--- src/rtl/spi_tx_arbiter.sv ---
// spi_tx_arbiter: shares one SPI byte serializer between the hash-result
// requester (0) and the status/control requester (1). A whole frame of
// FRAME_BYTES bytes is granted to one requester, each byte is handed to the
// serializer over a start/done handshake, and an idle gap of GAP_CYCLES
// clocks separates frames before round-robin re-arbitration.
module spi_tx_arbiter #(
  parameter int FRAME_BYTES = 4,
  parameter int GAP_CYCLES  = 8
) (
  input  logic       clk,
  input  logic       rst,
  input  logic       req0_valid,
  input  logic [7:0] req0_data,
  output logic       req0_ready,
  input  logic       req1_valid,
  input  logic [7:0] req1_data,
  output logic       req1_ready,
  output logic [7:0] ser_data,
  output logic       ser_start,
  input  logic       ser_done,
  output logic       frame_en,
  output logic [1:0] grant,
  output logic       busy,
  output logic       err_stray_done
);

  typedef enum logic [2:0] {
    ST_IDLE,
    ST_LOAD,
    ST_SEND,
    ST_WAIT,
    ST_GAP
  } state_t;

  // Index of the last byte in a frame, and the gap counter load value
  // (the gap counter counts down to zero, so it starts one below the length).
  localparam logic [3:0] LAST_BYTE = 4'(FRAME_BYTES - 1);
  localparam logic [7:0] GAP_LOAD  = (GAP_CYCLES == 0) ? 8'd0 : 8'(GAP_CYCLES - 1);

  state_t     state_q, state_d;
  logic [1:0] grant_q, grant_d;
  logic       rr_ptr_q, rr_ptr_d;
  logic [3:0] byte_cnt_q, byte_cnt_d;
  logic [7:0] gap_cnt_q, gap_cnt_d;
  logic [7:0] ser_data_q, ser_data_d;
  logic       err_stray_q, err_stray_d;

  logic       granted_valid;
  logic [7:0] granted_data;

  assign granted_valid = (grant_q[0] & req0_valid) | (grant_q[1] & req1_valid);
  assign granted_data  = grant_q[1] ? req1_data : req0_data;

  // Next-state logic: arbitration in IDLE, byte handshake in LOAD, serializer
  // start/done sequencing, and the inter-frame gap countdown.
  always_comb begin
    state_d     = state_q;
    grant_d     = grant_q;
    rr_ptr_d    = rr_ptr_q;
    byte_cnt_d  = byte_cnt_q;
    gap_cnt_d   = gap_cnt_q;
    ser_data_d  = ser_data_q;
    err_stray_d = err_stray_q;

    if (ser_done && (state_q != ST_WAIT)) begin
      err_stray_d = 1'b1;
    end

    case (state_q)
      ST_IDLE: begin
        if (req0_valid || req1_valid) begin
          if (req0_valid && req1_valid) begin
            grant_d = rr_ptr_q ? 2'b10 : 2'b01;
          end else if (req0_valid) begin
            grant_d = 2'b01;
          end else begin
            grant_d = 2'b10;
          end
          byte_cnt_d = 4'd0;
          state_d    = ST_LOAD;
        end
      end
      ST_LOAD: begin
        if (granted_valid) begin
          ser_data_d = granted_data;
          state_d    = ST_SEND;
        end
      end
      ST_SEND: begin
        state_d = ST_WAIT;
      end
      ST_WAIT: begin
        if (ser_done) begin
          if (byte_cnt_q == LAST_BYTE) begin
            rr_ptr_d   = grant_q[0];
            grant_d    = 2'b00;
            byte_cnt_d = 4'd0;
            if (GAP_CYCLES == 0) begin
              state_d = ST_IDLE;
            end else begin
              gap_cnt_d = GAP_LOAD;
              state_d   = ST_GAP;
            end
          end else begin
            byte_cnt_d = byte_cnt_q + 4'd1;
            state_d    = ST_LOAD;
          end
        end
      end
      ST_GAP: begin
        if (gap_cnt_q == 8'd0) begin
          state_d = ST_IDLE;
        end else begin
          gap_cnt_d = gap_cnt_q - 8'd1;
        end
      end
      default: begin
        state_d = ST_IDLE;
      end
    endcase
  end

  // State and datapath registers; reset drops any partial frame.
  always_ff @(posedge clk or posedge rst) begin
    if (rst) begin
      state_q     <= ST_IDLE;
      grant_q     <= 2'b00;
      rr_ptr_q    <= 1'b0;
      byte_cnt_q  <= 4'd0;
      gap_cnt_q   <= 8'd0;
      ser_data_q  <= 8'h00;
      err_stray_q <= 1'b0;
    end else begin
      state_q     <= state_d;
      grant_q     <= grant_d;
      rr_ptr_q    <= rr_ptr_d;
      byte_cnt_q  <= byte_cnt_d;
      gap_cnt_q   <= gap_cnt_d;
      ser_data_q  <= ser_data_d;
      err_stray_q <= err_stray_d;
    end
  end

  // Outputs decode registered state only, so no input reaches an output
  // combinationally.
  assign req0_ready     = (state_q == ST_LOAD) & grant_q[0];
  assign req1_ready     = (state_q == ST_LOAD) & grant_q[1];
  assign ser_data       = ser_data_q;
  assign ser_start      = (state_q == ST_SEND);
  assign frame_en       = (state_q == ST_SEND) | (state_q == ST_WAIT) |
                          ((state_q == ST_LOAD) & (byte_cnt_q != 4'd0));
  assign grant          = grant_q;
  assign busy           = (state_q != ST_IDLE);
  assign err_stray_done = err_stray_q;

endmodule

--- config.mk ---
export PLATFORM = sky130hd
export DESIGN_NAME = spi_tx_arbiter
export DESIGN_NICKNAME = d
export VERILOG_FILES = /design/src/rtl/spi_tx_arbiter.sv
export SDC_FILE = /design/constraint.sdc
export NUM_CORES = 1
export LEC_CHECK = 0
export CORE_MARGIN = 3
export CORE_UTILIZATION = 50
export CTS_BUF_LIST = sky130_fd_sc_hd__clkbuf_4 sky130_fd_sc_hd__clkbuf_8
export DETAILED_ROUTE_END_ITERATION = 7
export PLACE_DENSITY = 0.81
export REMOVE_ABC_BUFFERS = 1
export SYNTH_ARGS = -nofsm -noshare
export SYNTH_HDL_FRONTEND = slang
export SYNTH_SLANG_ARGS = --single-unit
export TNS_END_PERCENT = 1
--- constraint.sdc ---
create_clock -name clk -period 2.1 [get_ports clk]
set_input_delay 0.42 -clock clk [delete_from_list [all_inputs] [get_ports clk]]
set_output_delay 0.42 -clock clk [all_outputs]
set_load 0.02 [all_outputs]
==> summary.md <==
| Metric | Value |
|---|---|
| Routed vias | 1309 |
| Fmax | 505.4 MHz |
| HP Class | input port to async pin |
| Vias in the first global route | 1294 |
| Outcome | finished clean |
| Pre-Repair DR Iteration Count | 4 |
| Critical-path top delay cell | clkdlybuf4s50_1 |
| Sw Share | 0.4220 |
| CTS tree | done |
| Total track usage | 0.2139 |
| Endpoints failing hold | 0 |
| Clk network pwr share | 0.101 |
| Adder-Cell Fraction of Synth Area | 0.03393 |
| Combinational fraction of design power | 0.526 |
| First-pass GRT wire length | 5782 um |
| Post-synth top area share | 0.4580 |
| Synth Area in XOR/XNOR | 0.005937 |
| Top-level port count | 37 |
| Worst reg-to-reg setup slack | 220 ps |
| Wire per inst | 15.48 um |
| RSZ-0062 raised after global routing | false |
| Clk Latency, worst-skew pair | 350 ps |
| Largest net degree at the start of global routing | 28 |
| WP buf/inv | 1 |
| HPWL after detailed placement | 2678 um |
| Commonest cells after routing, fill and taps aside | clkdlybuf4s50_1, dfrtp_1, nor2_1, a21oi_1, nand2_1 |
| Net Switching | 999.2 uW |
| Library cells used by synthesis | 40 |
| Layout cells sized above 1 | 0.1082 |
| Worst path top cell family by delay | buffers and inverters |
| Number of synthesis warnings | 0 |
| Sequential share of power | 0.373 |
| IR Drop Worst-Case VDD | 0.8886 mV |
| Final ANT Viol Nets | 0 |
| Chip height | 60.32 um |
| Final worst slack | 121.5 ps |
| CORE AREA | 0.002781 mm2 |
| Clk buf depth | 2 |
| H-tree levels | 1 |
| Fill cells | 229 |
| CP Capture Type | primary output |
| Chip width | 60.32 um |
| Static Leak | 0.7891 nW |
| Hold slack | 399.2 ps |
| Nets | 220 |
| Post-Syn Area per Cell | 9.769 um2 |
| Ys flop type | dfrtp_1 |
| Area delta synth->final | 31.81% |
| Area contributors post-synth | dfrtp_1, mux2i_1, a21oi_1 |
| Max Fanout on Critical Path | 7 |
| Number of clock sinks | 27 |
| Synth Area in Compound Gates | 0.1595 |
| Synth area leader | dfrtp_1 |
| Placed insts | 220 |
| Tcrit/Tclk final | 0.9422 |
| Worst-Margin Slew | 989.7 ps |
| CP Data Required Time | 1680 ps |
| Simple-gate share of the synthesized area | 0.2383 |
| Startpoint Class | register |
| Final min period | 1979 ps |
| Hold-fix buffers, CTS | 0 |
| Critical path class | register to primary output |
| Worst EP arrival | 1560 ps |
| Crit-path max cell delay | 660 ps |
| Row Count | 19 |
| Post-synth EDFFs | 0 |
| Fin cells | 225 |
| Leading cell type in the layout, fill and taps excluded | clkdlybuf4s50_1 |
| Pre-CTS WS | -93.34 ps |
| Final setup fails | 0 |
| Seq/Total Area, Yosys | 0.4580 |
| N_diodes | 0 |
| Mapped Cells | 151 |
| Number of buffers added on ports | 36 |
| Cell-internal power | 1.369 mW |
| Post-synthesis mux area share | 0.06192 |
| Mapped cell area | 0.001475 mm2 |
| Initial Util | 0.5304 |
| Asr flop ratio synth | 1.000 |
| Root Buffer | clkbuf_4 |
| DRT iter0 DRCs | 45 |
| Max-slew violation count | 0 |
| Drt via density | 5.818 |
| Main combinational cell family by area after synthesis | simple AND/OR/NAND/NOR gates |
| FF-to-FF End | grant[0] |
| Reg2Reg Depth | 5 |
| Detailed-route wire length | 3483 um |
| Crit path cell chain | clkdlybuf4s50_1 |
| CTS Buf Count | 3 |
| Full die area | 0.003638 mm2 |
| Number of synthesized register bits | 27 |
| R2r startpoint | byte_cnt_q[1] |
| Initial antenna violation count | 0 |
| RD Place Congestion | 0.7838 |
| Max_cap viols | 0 |
| Residual DRC | 0 |
| Worst Skew | 20.28 ps |
| Worst-path clk slew | 160 ps |
| Total gr overflow | 0 |
| Relative slew slack | 0.3389 |
| Power Density | 1218 mW/mm2 |
[cell usage after synthesis, types with 2 or more instances]
library cell / number
dfrtp_1: 27
buf_2: 2
or3_1: 5
o21ai_0: 4
nand2_1: 14
clkbuf_1: 3
inv_1: 6
nand2b_1: 3
ha_1: 4
nor2_1: 15
o311ai_0: 3
o31ai_1: 2
a21oi_1: 15
a32o_1: 2
nor3_1: 2
or4_1: 5
and2_1: 2
nand3_1: 5
nor3b_1: 4
mux2i_1: 8
[per-layer routing]
layer	part of all wire	up-vias	global-route usage
met3	0.028	9	0.03456
met4	0.022	0	0.09177
met5	0	-	0
li1	-	631	-
met2	0.53	34	0.3750
met1	0.42	635	0.2575
[per-stage QoR]
stage                     power (mW)    util  cell area, um2  TNS, ps
after global placement         2.071  0.6838            1902        0
after global routing           2.552  0.6991            1944        0
final                          2.368  0.6991            1944        0
after floorplan                1.586       -            1435        0
after CTS                      2.359  0.6959            1936        0
after detailed placement       2.145  0.6838            1902   -537.9
[kinds of logic after synthesis]
logic type                 after synthesis
AOI/OAI and AO/OA                       33
xor gates and xnor gates                 1
buffers and inverters                   13
and+or+nand+nor                         64
muxes                                    9
adders and majority gates                4
DFF                                     27
[what timing repair did]
item | 4_1_cts | 5_1_grt
endpoints found under the setup margin | 5 | 1
resized for setup | 7 | 1
setup buffers | 0 | 1
[how the worst max path moves through the flow]
stage | from | to | depth (start not counted)
after floorplan | grant[1] | ser_data[0] | 3
after global placement | req1_valid | grant[0] | 5
after global routing | byte_cnt_q[0] | frame_en | 6
after detailed placement | req0_valid | ser_data[0] | 5
final | grant[1] | grant[1] | 1
after CTS | grant[1] | grant[1] | 1
[final cells by class]
class                   count  area, um2  share of cell area
inverters                   6      22.52             0.01158
well taps                  31      38.79             0.01995
clock buffers               3      22.52             0.01158
flip-flops and latches     27      675.6              0.3475
repair buffers             46      430.4              0.2214
clock inverters             1      7.507            0.003861
multi-input cells         111      747.0              0.3842
[registers in the layout, indices dropped and copies added, names as in the netlist]
signal,flops
grant,2
ser_data,8
byte_cnt_q,4
gap_cnt_q,8
state_q,3
err_stray_done,1
rr_ptr_q,1
[power by group through the flow]
stage,sequential [mW],combinational [mW],clock (mW)
after global routing,0.918,1.36,0.269
final,0.884,1.24,0.240
after global placement,0.870,1.20,0
after floorplan,1.02,0.569,0
after CTS,0.883,1.23,0.246
after detailed placement,0.894,1.25,0
No activity file was read; power rests on OpenSTA's default activity.
